==> src/rtl/control_loop_sequencer.sv <==
// Fixed-rate loop scheduler: period tick, then SENSE -> COMPUTE -> UPDATE handshakes.
// Optional `define PID_TIMEOUT_EN bounds the COMPUTE stage by PID_TIMEOUT_CYCLES.
module control_loop_sequencer #(
  parameter int unsigned PERIOD_CYCLES        = 1000000,
  parameter int unsigned SENSE_TIMEOUT_CYCLES = 1250000,
  parameter int unsigned PID_TIMEOUT_CYCLES   = 5000
) (
  input  logic        clk,
  input  logic        rst,
  input  logic        en,
  output logic        sense_start,
  input  logic        sense_done,
  output logic        pid_start,
  input  logic        pid_done,
  output logic        drive_update,
  output logic        busy,
  output logic        timeout_err,
  output logic        overrun,
  input  logic        clr_err,
  output logic [15:0] loop_count
);

  typedef enum logic [1:0] {IDLE, SENSE, COMPUTE, UPDATE} state_t;

  state_t      state;
  logic [31:0] per_cnt;
  logic [31:0] stg_cnt;
  logic        tick, sense_ok, sense_to, pid_ok, pid_to;

  assign tick     = en && (per_cnt == 32'(PERIOD_CYCLES - 1));
  // done is ignored in the start-pulse cycle (stage count 0) so a held level can't skip a stage
  assign sense_ok = (state == SENSE) && (stg_cnt != 32'd0) && sense_done;
  assign sense_to = (state == SENSE) && !sense_ok && (stg_cnt == 32'(SENSE_TIMEOUT_CYCLES - 1));
  assign pid_ok   = (state == COMPUTE) && (stg_cnt != 32'd0) && pid_done;
`ifdef PID_TIMEOUT_EN
  assign pid_to   = (state == COMPUTE) && !pid_ok && (stg_cnt == 32'(PID_TIMEOUT_CYCLES - 1));
`else
  // COMPUTE never times out in this build; the parameter only appears here
  assign pid_to   = (PID_TIMEOUT_CYCLES == 0) && 1'b0;
`endif

  always_ff @(posedge clk or posedge rst) begin
    if (rst)                per_cnt <= '0;
    else if (!en || tick)   per_cnt <= '0;
    else                    per_cnt <= per_cnt + 32'd1;
  end

  always_ff @(posedge clk or posedge rst) begin
    if (rst) begin
      state        <= IDLE;
      stg_cnt      <= '0;
      sense_start  <= 1'b0;
      pid_start    <= 1'b0;
      drive_update <= 1'b0;
      busy         <= 1'b0;
      timeout_err  <= 1'b0;
      overrun      <= 1'b0;
      loop_count   <= '0;
    end else begin
      sense_start  <= 1'b0;
      pid_start    <= 1'b0;
      drive_update <= 1'b0;
      timeout_err  <= (timeout_err & ~clr_err) | sense_to | pid_to;
      overrun      <= (overrun & ~clr_err) | (tick && state != IDLE);
      if (stg_cnt != '1) stg_cnt <= stg_cnt + 32'd1;
      if (!en) begin
        state <= IDLE;
        busy  <= 1'b0;
      end else begin
        case (state)
          IDLE: if (tick) begin
            state       <= SENSE;
            sense_start <= 1'b1;
            stg_cnt     <= '0;
            busy        <= 1'b1;
          end
          SENSE: begin
            if (sense_ok) begin
              state     <= COMPUTE;
              pid_start <= 1'b1;
              stg_cnt   <= '0;
            end else if (sense_to) begin
              state <= IDLE;
              busy  <= 1'b0;
            end
          end
          COMPUTE: begin
            if (pid_ok) begin
              state        <= UPDATE;
              drive_update <= 1'b1;
              loop_count   <= loop_count + 16'd1;
            end else if (pid_to) begin
              state <= IDLE;
              busy  <= 1'b0;
            end
          end
          default: begin
            state <= IDLE;
            busy  <= 1'b0;
          end
        endcase
      end
    end
  end

endmodule

==> config.mk <==
export PLATFORM = sky130hd
export DESIGN_NAME = control_loop_sequencer
export DESIGN_NICKNAME = d
export VERILOG_FILES = /design/src/rtl/control_loop_sequencer.sv
export SDC_FILE = /design/constraint.sdc
export NUM_CORES = 1
export LEC_CHECK = 0
export CAP_MARGIN = 20
export CELL_PAD_IN_SITES_DETAIL_PLACEMENT = 1
export CELL_PAD_IN_SITES_GLOBAL_PLACEMENT = 1
export CORE_MARGIN = 2
export CORE_UTILIZATION = 41
export CTS_BUF_LIST = sky130_fd_sc_hd__clkbuf_4
export DETAILED_ROUTE_END_ITERATION = 16
export PLACE_DENSITY_LB_ADDON = 0.1
export SYNTH_ARGS = -nofsm -noshare
export SYNTH_HDL_FRONTEND = slang
export SYNTH_SLANG_ARGS = --single-unit
==> constraint.sdc <==
create_clock -name clk -period 5.8 [get_ports clk]
set_input_delay 1.74 -clock clk [delete_from_list [all_inputs] [get_ports clk]]
set_output_delay 1.74 -clock clk [all_outputs]
set_load 0.05 [all_outputs]
==> qor.csv <==
stage,metric,value,unit
min_path,Worst Hold Class,reg -> reg,
global_routing,number of global-route vias before repair,3441,
route,antenna-violating nets left,0,
layout,"most common cell after layout, fill and taps aside",dfrtp_1,
layout,Antenna Cells,0,
global_routing,remaining global-route overflow,0,
synth,fraction of registers with async set/reset,100.0,%
placed_design,gpl congestion,0.7706,
synth,Mapped Nets,460,
synth,number of synthesized flops with an enable pin,0,
synth,Area contributors post-synth,"dfrtp_1, xor2_1, xnor2_1, nor2_1, nand3_1",
synth,Synth Flop Type,dfrtp_1,
layout,Filler cells,1190,
die,Core Box Area,10420,sq um
layout,Layout Cells excl Fill,615,
clocking,clk root buf,clkbuf_4,
clocking,CTS HTree Levels,3,
die,Die X-Extent,107.8,um
synth,synthesized instance count,450,
clocking,worst-case clock buffer depth,2,
route,Vias,3273,
worst_setup_path,crit-path leading delay family,buffers and inverters,
sta,worst-margin pin slew,1.041,ns
layout,most frequent cells in the layout,"dfrtp_1, nor2_1, xor2_1, xnor2_1, nand3_1",
route,Routed WL per cell,15.97,um
worst_setup_path,CP Class,reg -> out,
global_routing,largest net degree at the start of global routing,54,
placed_design,I/O Buffers,27,
run,MaxCap Viol Count,0,
synth,yosys warns,0,
global_routing,met2 usage,32.08,%
clocking,Inserted Clock Buffers,9,
clocking,cts hold-fix bufs,0,
clocking,Clock Sinks,88,
clocking,Clock Latency Late Sink,0.45,ns
die,die height,107.8,um
power,cell area power density,246.5,nW/um^2
worst_setup_path,Required @ worst endpoint,4.06,ns
synth,Synth top area share,49.84,%
global_routing,busiest layer in global routing,met2,
power,leakage,0.002096,uW
route,first-pass iteration count of the detailed router,4,
synth,post-synth cell types,44,
worst_setup_path,maximum fanout along the worst path,5,
clocking,post_cts resized,0,
route,routed vias/inst,5.322,
die,Cell Rows,37,
synth,Avg Synthesized Cell Area,9.818,sq um
layout,share of post-route cells with drive strength above 1,6.054,%
route,initial DRC count,128,
synth,Synth area leader,dfrtp_1,
placed_design,Placed Cells,597,
synth,"Cell Area, Synth",4418,sq um
clocking,clk slew on worst S/H paths,0.14,ns
die,Starting Density,42.41,%
synth,Yosys reg bits,88,
synth,"Seq/Total Area, Yosys",49.84,%
global_routing,initial antenna violation count,0,
sta,final worst-path cycle share,59.75,%
global_routing,GRT Overall Usage,18.79,%
route,DR DRC count,0,
sta,Slew HR,30.46,%
sta,Max Fclk,288.6,MHz
outcome,status,"complete, no violations",
global_routing,M3 GR Usage,4.903,%
clocking,Post-CTS Setup Inserts,0,
placed_design,Detailed Place HPWL,6.790,mm
worst_setup_path,number of buffers and inverters on the critical path,1,
sta,setup total negative slack,0,ns
sta,RSZ-0062 raised after global routing,false,
worst_setup_path,CP max stage delay,0.83,ns
sta,Final Hold Viols,0,
global_routing,met1 GRT Util,23.77,%
layout,area grow syn2layout,12.46,%
sta,setup violators final,0,
worst_setup_path,Crit-path slowest cell,clkdlybuf4s50_1,
die,io pins,28,
worst_setup_path,Worst EP arrival,1.73,ns
sta,clock period minus worst slack,3.465,ns
worst_setup_path,worst path cell trace,clkdlybuf4s50_1,
worst_setup_path,Startpoint Class,register,
sta,Pins Over Slew Limit,0,
die,Die ar.,11620,sq um
global_routing,first-pass GRT wire length,17.15,mm
layout,nets,484,
route,final WL,9.820,mm
worst_setup_path,crit path capture type,output pin,
clocking,CTS tree,built,
power,Max VDD drop,0.2850,mV
sta,Final Skew,0.01748,ns
[synth_stat cells, types with 4 or more instances]
cell	number
o21ai_0	4
buf_2	7
nor2_1	74
nor4_1	10
xnor2_1	34
inv_1	9
clkbuf_1	5
and4_1	9
nor3_1	13
ha_1	4
and2_1	12
xor2_1	38
dfrtp_1	88
buf_6	5
and3_1	17
nand2_1	31
nand4_1	19
nand3_1	33
[metal layers]
layer	up-vias	share of wire [%]
met2	21	50
met1	1648	47
met3	9	2.3
li1	1595	-
met5	-	0
met4	0	1.0
[where the power goes]
group | internal [uW] | switching, uW
clock network | 185 | 212
registers | 653 | 54.4
logic | 50.6 | 69.5
total | 888 | 336
[final timing paths]
path,start,to,slack (ns),cells after the start
max,loop_count[5],loop_count[5],2.33,1
min,loop_count[15],loop_count[15],0.49,1
max reg2reg,per_cnt[23],per_cnt[7],3.04,5
min reg2reg,loop_count[15],loop_count[15],0.49,1
max in group asynchronous,rst,loop_count[0],3.20,4
min in group asynchronous,rst,drive_update,1.57,2
[per-stage QoR]
stage	total power [uW]	setup WS, ns	hold slack (ns)	area (sq um)	util [%]
final	1225	2.335	0.4899	4969	47.70
after global routing	1304	2.223	0.5135	4969	47.70
after CTS	1244	2.279	0.4919	4921	47.24
after detailed placement	840.0	1.874	0.4731	4757	45.67
after global placement	833.2	1.914	0.4608	4757	45.67
after floorplan	800.6	1.781	0.4547	4418	-
[cell families after synthesis]
kind of cell / after synthesis / synth area share [%]
AND/OR/NAND/NOR: 239 / 27.98
flip-flops: 88 / 49.84
XOR/XNOR: 72 / 14.27
buffers and inverters: 27 / 3.427
AO/OA/AOI/OAI: 19 / 3.087
adder cells (fa/ha/maj): 4 / 1.133
multiplexers: 1 / 0.2549
[state kept, by name, summed over array words and instances, names as in the netlist]
name          cells
per_cnt          32
stg_cnt          32
loop_count       16
state             2
busy              1
drive_update      1
overrun           1
pid_start         1
sense_start       1
timeout_err       1
[cell type report]
| class | count | area [sq um] | share of cell area [%] |
|---|---|---|---|
| Sequential cell | 88 | 2202 | 44.32 |
| Inverter | 9 | 35.03 | 0.7051 |
| Clock inverter | 5 | 81.33 | 1.637 |
| Multi-Input combinational cell | 335 | 2064 | 41.55 |
| Clock buffer | 11 | 82.58 | 1.662 |
| Tap cell | 136 | 170.2 | 3.425 |
| Timing Repair Buffer | 31 | 332.8 | 6.699 |
(Power assumes the default switching activity.)
